`src/rtl/fifo_rd_framer.sv`:
```
// rtl/fifo_rd_framer.sv - Read-side FIFO consumer emitting SYNC/sequence/payload frames on a ready/valid stream
module fifo_rd_framer #(
    parameter int                    DATA_WIDTH = 8,
    parameter int                    FRAME_LEN  = 16,
    parameter logic [DATA_WIDTH-1:0] SYNC_WORD  = 8'hA5,
    parameter int                    CNT_WIDTH  = 8
) (
    input  logic                  rdclk,
    input  logic                  PresetFull,
    input  logic                  enable,
    input  logic [DATA_WIDTH-1:0] fifo_q,
    input  logic                  fifo_rdempty,
    output logic                  fifo_rdreq,
    output logic [DATA_WIDTH-1:0] m_data,
    output logic                  m_valid,
    input  logic                  m_ready,
    output logic                  m_sof,
    output logic                  m_eof,
    output logic [CNT_WIDTH-1:0]  frame_seq,
    output logic                  busy
);

    localparam logic [CNT_WIDTH-1:0] LEN  = CNT_WIDTH'(FRAME_LEN);
    localparam logic [CNT_WIDTH-1:0] LAST = CNT_WIDTH'(FRAME_LEN - 1);

    typedef enum logic [1:0] {IDLE, HDR, SEQ, BODY} state_t;

    state_t                  state;
    logic [CNT_WIDTH-1:0]    popped;
    logic                    inflight;
    logic                    inflight_last;
    logic                    spare_valid;
    logic [DATA_WIDTH-1:0]   spare_data;
    logic                    spare_eof;
    logic                    xfer;
    logic [1:0]              occ;
    logic [2:0]              pending;

    // The output register is the skid head; spare_* is the second entry.
    assign xfer       = m_valid & m_ready;
    assign occ        = {1'b0, m_valid} + {1'b0, spare_valid};
    assign pending    = {1'b0, occ} + {2'b0, inflight};
    assign fifo_rdreq = (state == BODY) && !fifo_rdempty && (popped < LEN)
                        && (pending < (3'd2 + {2'b0, xfer}));
    assign busy       = (state != IDLE);

    always_ff @(posedge rdclk or posedge PresetFull) begin
        if (PresetFull) begin
            state         <= IDLE;
            popped        <= '0;
            inflight      <= 1'b0;
            inflight_last <= 1'b0;
            spare_valid   <= 1'b0;
            spare_data    <= '0;
            spare_eof     <= 1'b0;
            m_data        <= '0;
            m_valid       <= 1'b0;
            m_sof         <= 1'b0;
            m_eof         <= 1'b0;
            frame_seq     <= '0;
        end else begin
            inflight      <= fifo_rdreq;
            inflight_last <= fifo_rdreq && (popped == LAST);
            if (fifo_rdreq) begin
                popped <= popped + 1'b1;
            end
            case (state)
                IDLE: begin
                    popped <= '0;
                    if (enable && !fifo_rdempty) begin
                        state   <= HDR;
                        m_valid <= 1'b1;
                        m_data  <= SYNC_WORD;
                        m_sof   <= 1'b1;
                        m_eof   <= 1'b0;
                    end
                end
                HDR: begin
                    if (xfer) begin
                        state  <= SEQ;
                        m_data <= DATA_WIDTH'(frame_seq);
                        m_sof  <= 1'b0;
                    end
                end
                SEQ: begin
                    if (xfer) begin
                        state   <= BODY;
                        m_valid <= 1'b0;
                    end
                end
                BODY: begin
                    if (xfer && m_eof) begin
                        // Pop rule guarantees nothing is buffered or in flight here.
                        state     <= IDLE;
                        m_valid   <= 1'b0;
                        m_eof     <= 1'b0;
                        frame_seq <= frame_seq + 1'b1;
                    end else if (xfer || !m_valid) begin
                        if (spare_valid) begin
                            m_data      <= spare_data;
                            m_eof       <= spare_eof;
                            m_valid     <= 1'b1;
                            spare_valid <= inflight;
                            spare_data  <= fifo_q;
                            spare_eof   <= inflight_last;
                        end else if (inflight) begin
                            m_data  <= fifo_q;
                            m_eof   <= inflight_last;
                            m_valid <= 1'b1;
                        end else begin
                            m_valid <= 1'b0;
                            m_eof   <= 1'b0;
                        end
                    end else if (inflight) begin
                        spare_valid <= 1'b1;
                        spare_data  <= fifo_q;
                        spare_eof   <= inflight_last;
                    end
                end
                default: state <= IDLE;
            endcase
        end
    end

endmodule

```
`config.mk`:
```
export PLATFORM = sky130hd
export DESIGN_NAME = fifo_rd_framer
export DESIGN_NICKNAME = d
export VERILOG_FILES = /design/src/rtl/fifo_rd_framer.sv
export SDC_FILE = /design/constraint.sdc
export NUM_CORES = 1
export LEC_CHECK = 0
export CAP_MARGIN = 20
export CORE_UTILIZATION = 53
export CTS_CLUSTER_SIZE = 14
export DETAILED_ROUTE_END_ITERATION = 6
export GPL_TIMING_DRIVEN = 0
export PLACE_DENSITY = 0.79
export SLEW_MARGIN = 25
export SYNTH_ARGS = -nofsm -noshare
export SYNTH_HDL_FRONTEND = slang
export SYNTH_SLANG_ARGS = --single-unit
```
`constraint.sdc`:
```
create_clock -name rdclk -period 2.6 [get_ports rdclk]
set_input_delay 0.52 -clock rdclk [delete_from_list [all_inputs] [get_ports rdclk]]
set_output_delay 0.52 -clock rdclk [all_outputs]
set_load 0.01 [all_outputs]
```
# --- After elaboration in Yosys (flattened, before gate mapping) ---
# Cells that the tools add are included.
# W data, S select, Z words.
totals:
  n_memories: 0
  register_bits: 41
  in_bits: 13
  elab_cells: 95
  romBits: 0
  mem_bits_rw: 0
  out_inout_bits: 21
  latch_bits: 0
op_classes:
  div_mod_pow: 0
  shift: 0
  muxes: 36
  n_addsub: 5
  eq_ne: 13
  mul: 0
  reduce_logical: 25
  n_lt_le_gt_ge: 2
  bitwise_logic: 2
op_table:
  columns: ["cell", "count"]
  rows:
  - ["$mux W8", 10]
  - ["$pmux W8 S3", 1]
  - ["$mux W1", 17]
  - ["$add A8 B1 Y8 const B", 2]
  - ["$reduce_and A4 Y1", 3]
  - ["$ne A2 B2 Y1 const B", 5]
  - ["$reduce_bool A2 Y1", 5]
  - ["$reduce_and A3 Y1", 3]
  - ["$eq A8 B4 Y1 const B", 1]
  - ["$lt A8 B5 Y1 const B", 1]
  - ["$mux W2", 4]
  - ["$pmux W2 S4", 1]
  - ["$logic_and A1 B1 Y1", 6]
  - ["$reduce_and A6 Y1", 1]
  - ["$reduce_bool A3 Y1", 2]
  - ["$eq A2 B2 Y1 const B", 2]
  - ["$ne A2 B1 Y1 const B", 2]
  - ["$pmux W1 S2", 2]
  - ["$add A2 B1 Y3", 1]
  - ["$add A2 B1 Y3 const A", 1]
  - ["$lt A3 B3 Y1", 1]
  - ["$ne A3 B1 Y1 const B", 1]
  - ["$ne A3 B3 Y1 const B", 1]
  - ["$pmux W1 S3", 1]
  - ["other kinds (8)", 9]

# --- Logic depth before layout (Yosys ltp) ---
depth:
  ltp_word: 6
  mapped_depth: 7
  mapped_depth_nobuf: 6

# --- Least setup slack after synthesis ---
# OpenSTA, ideal clock, no wires.
synth_path:
  path_kind: "flip-flop to output port"
  from: "register state[0]"
  to: "output port fifo_rdreq"
  required_ps: 2080
  path_stages_with_launch: 4
  slack_ps: 326
  n_path_buf: 0
  arrival_time_ps: 1754
  cell_sequence: "dfrtp_1 > ha_1 > or4b_1 > a2111oi_4"
synth_between:
  elab_chain_cells: 4
synth_rtl:
  columns: ["item", "line", "source"]
  rows:
  - ["from (decl)", "28", "state_t state;"]
  - ["from (signal assigned)", "49", "state <= IDLE;"]
  - ["from (signal assigned)", "71", "state <= HDR;"]
  - ["from (signal assigned)", "80", "state <= SEQ;"]
  - ["$eq A2 B2 Y1", "43", "assign fifo_rdreq = (state == BODY) && !fifo_rdempty && (popped < LEN)"]
  - ["$logic_and A1 B1 Y1 (2 in a row)", "43", null]
  - ["$logic_and A1 B1 Y1", "44", "&& (pending < (3'd2 + {2'b0, xfer}));"]
  - ["to (decl)", "13", "output logic fifo_rdreq,"]
# No other way between the ends.

# --- Final worst setup path ---
# Ends and elaborated chain as after synthesis.

==> metrics.txt <==
# TYPE chip_impl_metric gauge
chip_impl_info{name="run_status",value="finished, final reports clean"} 1
chip_impl_metric{name="routabilityCongestion",unit=""} 0.781
chip_impl_metric{name="fp.coreArea",unit="um^2"} 3720
chip_impl_info{name="crit_path_end_kind",value="output pin"} 1
chip_impl_info{name="unrepaired_setup_endpoints_after_global_routing",value="yes"} 1
chip_impl_metric{name="p_comb_frac",unit=""} 0.458
chip_impl_metric{name="synth_simple_gate_area_frac",unit=""} 0.113
chip_impl_metric{name="synth.area.mux_share",unit=""} 0.154
chip_impl_info{name="dominant_combinational_cell_family_by_area_after_synthesis",value="multiplexers"} 1
chip_impl_metric{name="clock_slew_at_the_register_clock_pins_of_the_worst_setup_and_hold_paths",unit="ps"} 80
chip_impl_metric{name="net_sw_frac",unit=""} 0.355
chip_impl_metric{name="post-route-worst-setup-slack",unit="ps"} 67.6
chip_impl_metric{name="final_area",unit="um^2"} 2600
chip_impl_metric{name="post_synth_instance_area",unit="um^2"} 2070
chip_impl_metric{name="overflow",unit=""} 0
chip_impl_metric{name="pin_count_of_the_biggest_net_entering_global_routing",unit=""} 22
chip_impl_metric{name="clock_sinks",unit=""} 41
chip_impl_info{name="timing_worst_setup_path_type",value="flop to output pin"} 1
chip_impl_metric{name="timing.final.max_slew_violations",unit=""} 0
chip_impl_metric{name="synthArstFlopShare",unit=""} 1.00
chip_impl_metric{name="fin_hold_ws",unit="ps"} 512
chip_impl_metric{name="pwr_density_cell",unit="nW/um^2"} 1030
chip_impl_metric{name="cts-hold-fix-buffers",unit=""} 0
chip_impl_info{name="worstSetupStartpoint",value="state[0]$_DFFE_PP0P_"} 1
chip_impl_metric{name="yosysWarnings",unit=""} 0
chip_impl_info{name="worst_hold_path_type",value="flop to flop"} 1
chip_impl_metric{name="regToRegSetupSlack",unit="ps"} 240
chip_impl_metric{name="seq_power_share",unit=""} 0.361
chip_impl_info{name="synth_top_cell_by_area",value="sky130_fd_sc_hd__dfrtp_1"} 1
chip_impl_metric{name="core.rowCount",unit=""} 22
chip_impl_metric{name="die-height",unit="um"} 64.5
chip_impl_metric{name="max-slew-margin-rel",unit=""} 0.436
chip_impl_metric{name="initial_drt_markers",unit=""} 114
chip_impl_metric{name="layout.nets",unit=""} 244
chip_impl_metric{name="count_of_final_setup_violators",unit=""} 0
chip_impl_metric{name="post_synth_num_cell_types",unit=""} 37
chip_impl_metric{name="post_drt_wl_per_cell",unit="um"} 16.3
chip_impl_metric{name="grt_use_total",unit=""} 0.241
chip_impl_metric{name="cts_buffer_depth",unit=""} 2
chip_impl_metric{name="worst_skew_pair.late_latency",unit="ps"} 290
chip_impl_info{name="synth_top_flop_cell",value="sky130_fd_sc_hd__dfrtp_1"} 1
chip_impl_metric{name="avgViaCountPerCell",unit=""} 5.65
chip_impl_metric{name="vias",unit=""} 1519
chip_impl_metric{name="worst-endpoint-required",unit="ps"} 2080
chip_impl_metric{name="maximum_fanout_count_along_the_critical_path",unit=""} 7
chip_impl_metric{name="yosys_register_bits",unit=""} 41
chip_impl_metric{name="via_count_of_the_first_global_routing_pass",unit=""} 1545
chip_impl_metric{name="n_antenna_cell",unit=""} 0
chip_impl_metric{name="post_synth_fa_ha_maj_area_fraction",unit=""} 0.0640
chip_impl_info{name="tritoncts_clock_tree",value="done"} 1
chip_impl_metric{name="final.period_utilization",unit=""} 0.974
chip_impl_metric{name="drt-total-wl",unit="um"} 4400
chip_impl_metric{name="io_pins",unit=""} 34
chip_impl_info{name="cp-start-kind",value="flop"} 1
chip_impl_metric{name="worst_clock_skew",unit="ps"} 10.1
chip_impl_info{name="worst_setup_path_endpoint",value="fifo_rdreq"} 1
chip_impl_metric{name="finalCoreUtilization",unit=""} 0.699
chip_impl_info{name="r2r_end",value="m_data[3]$_DFFE_PP0P_"} 1
chip_impl_metric{name="max_cap_violations",unit=""} 0
chip_impl_metric{name="detail_route.drc_violations",unit=""} 0
chip_impl_metric{name="initial_core_util",unit=""} 0.558
chip_impl_metric{name="layout_cells_sized_above_1",unit=""} 0.186
chip_impl_metric{name="synth_enable_flop_cells",unit=""} 0
chip_impl_info{name="layout_common_cells",value="39 x sky130_fd_sc_hd__dfrtp_1, 32 x sky130_fd_sc_hd__clkdlybuf4s50_1, 24 x sky130_fd_sc_hd__mux2_2, 22 x sky130_fd_sc_hd__nand2_1, 9 x sky130_fd_sc_hd__a21oi_1"} 1
chip_impl_metric{name="net-switching-power",unit="mW"} 0.950
chip_impl_metric{name="final_hold_viol_count",unit=""} 0
chip_impl_info{name="worstReg2RegStart",value="state[0]$_DFFE_PP0P_"} 1
chip_impl_metric{name="synth_largest_type_area_fraction",unit=""} 0.495
chip_impl_info{name="cts.root.buffer_cell",value="sky130_fd_sc_hd__clkbuf_8"} 1
chip_impl_metric{name="synth-compound-area-share",unit=""} 0.120
chip_impl_metric{name="first_pass_grt_wire_length",unit="um"} 7470
chip_impl_metric{name="totalPowerFinal",unit="mW"} 2.68
chip_impl_metric{name="final.min_clock_period",unit="ps"} 2530
chip_impl_metric{name="place_area",unit="um^2"} 2490
chip_impl_metric{name="max-vdd-ir-drop",unit="mV"} 0.679
chip_impl_metric{name="cts.htree.levels",unit=""} 2
chip_impl_metric{name="reg2reg_depth",unit=""} 5
chip_impl_metric{name="drt.antenna.violating_nets",unit=""} 0
chip_impl_metric{name="synthXorXnorAreaFrac",unit=""} 0.0338
chip_impl_metric{name="dp_hpwl",unit="um"} 3300
chip_impl_metric{name="maxClockFrequency",unit="MHz"} 395
chip_impl_metric{name="worst_tran_pin_value",unit="ps"} 840
chip_impl_metric{name="power.share.clock",unit=""} 0.182
chip_impl_metric{name="cts-buffers-inserted",unit=""} 5
chip_impl_metric{name="port_buffers",unit=""} 33
chip_impl_metric{name="postSynthNetCount",unit=""} 203
chip_impl_metric{name="post_synth.cell_area_avg",unit="um^2"} 11.5
chip_impl_metric{name="syn-instance-count",unit=""} 180
chip_impl_metric{name="hold_path_depth",unit=""} 1
chip_impl_metric{name="synth_seq_area_share",unit=""} 0.495
chip_impl_metric{name="standby_leakage_power",unit="nW"} 1.15
chip_impl_metric{name="die_w",unit="um"} 64.5
chip_impl_metric{name="dr.pass1.iters",unit=""} 4
chip_impl_metric{name="dp_worst_setup_slack",unit="ps"} -692
chip_impl_metric{name="cellInternalPower",unit="mW"} 1.73
chip_impl_metric{name="syn2layout_area_growth",unit="%"} 25.3
chip_impl_metric{name="number_of_antenna_violations_at_the_first_check_in_global_routing",unit=""} 0
chip_impl_info{name="synth_area_leaders",value="sky130_fd_sc_hd__dfrtp_1 49%, sky130_fd_sc_hd__mux2_2 13%, sky130_fd_sc_hd__ha_1 5.4%"} 1
chip_impl_info{name="mostFrequentLayoutCell",value="sky130_fd_sc_hd__dfrtp_1"} 1
chip_impl_metric{name="area_of_the_die",unit="um^2"} 4170
chip_impl_metric{name="worst-endpoint-arrival",unit="ps"} 2010
routing by layer:
layer	vias to the layer above	part of all wire	track usage
met5	-	0	0
met4	0	0.0093	0.0889
met3	4	0.041	0.0546
met2	36	0.49	0.403
met1	755	0.45	0.304
li1	724	-	-
Yosys cell counts (2+ instances only):
cell type	n
sky130_fd_sc_hd__dfrtp_1	41
sky130_fd_sc_hd__mux2_2	24
sky130_fd_sc_hd__nand2_1	22
sky130_fd_sc_hd__a21oi_1	9
sky130_fd_sc_hd__ha_1	9
sky130_fd_sc_hd__o21ai_0	7
sky130_fd_sc_hd__xnor2_1	7
sky130_fd_sc_hd__clkbuf_1	6
sky130_fd_sc_hd__inv_1	5
sky130_fd_sc_hd__mux2i_1	5
sky130_fd_sc_hd__nor2_1	5
sky130_fd_sc_hd__nand3_1	4
sky130_fd_sc_hd__nor2b_1	4
sky130_fd_sc_hd__a22o_1	3
sky130_fd_sc_hd__and4_1	3
sky130_fd_sc_hd__a21o_1	2
sky130_fd_sc_hd__and2_1	2
sky130_fd_sc_hd__nand2b_1	2
sky130_fd_sc_hd__nand4_1	2
cell families (layout without fill, tap and decap cells):
logic type | count (synthesis) | in the layout
compound gates | 34 | 34
xor+xnor | 8 | 8
fa+ha+maj | 10 | 10
buf+inv | 11 | 52
flops | 41 | 41
mux | 29 | 29
simple gates | 47 | 47
stage by stage:
stage,TNS (ps),cells
CTS,0,269
finish,0,269
global placement,-643,261
global route,-23.9,269
detailed placement,-720,262
floorplan,0,180
power by group through the flow:
stage	Sequential, mW	Combinational, mW	Clock, mW
3_5_place_dp	0.974	1.22	0
4_1_cts	0.964	1.22	0.496
3_3_place_gp	0.952	1.16	0
5_1_grt	0.992	1.35	0.522
6_report	0.965	1.22	0.486
2_1_floorplan	0.972	0.791	0
worst max-delay path, cell delays in order (launching register included):
cell                        delay, ps
sky130_fd_sc_hd__dfrtp_1          460
sky130_fd_sc_hd__ha_2             300
sky130_fd_sc_hd__or4b_1           500
sky130_fd_sc_hd__a2111oi_4        270
sky130_fd_sc_hd__buf_2            200
flip-flops by register name (all words and copies together), names as in the netlist:
| signal | flops |
|---|---|
| m_eof | 1 |
| inflight | 1 |
| frame_seq | 8 |
| m_sof | 1 |
| popped | 8 |
| state | 2 |
| m_data | 8 |
| spare_valid | 1 |
| inflight_last | 1 |
| spare_eof | 1 |
| m_valid | 1 |
| spare_data | 8 |
cell type report:
| type | instances | area, um^2 |
|---|---|---|
| clock buffers | 5 | 68.8 |
| fillers | 289 | 1120 |
| inverters | 5 | 18.8 |
| flip-flops and latches | 41 | 1030 |
| well taps | 48 | 60.1 |
| multi-input cells | 128 | 1010 |
| plain buffers | 5 | 18.8 |
| clock inverters | 2 | 35.0 |
| repair buffers | 35 | 360 |
how the worst min path moves through the flow:
stage	end	slack, ps	from
2_1_floorplan	popped[4]$_DFFE_PP0P_	460	popped[4]$_DFFE_PP0P_
3_3_place_gp	popped[4]$_DFFE_PP0P_	470	popped[4]$_DFFE_PP0P_
3_5_place_dp	popped[6]$_DFFE_PP0P_	490	popped[6]$_DFFE_PP0P_
4_1_cts	spare_data[2]$_DFFE_PP0P_	510	spare_data[2]$_DFFE_PP0P_
5_1_grt	spare_eof$_DFFE_PP0P_	530	spare_eof$_DFFE_PP0P_
6_report	spare_data[2]$_DFFE_PP0P_	510	spare_data[2]$_DFFE_PP0P_
timing repair:
action,4_1_cts,5_1_grt
buffers inserted,1,0
setup endpoints to repair,2,1
pin swaps,1,1
hold endpoints to repair,0,0
resized for setup,7,0
(Power assumes the default switching activity.)
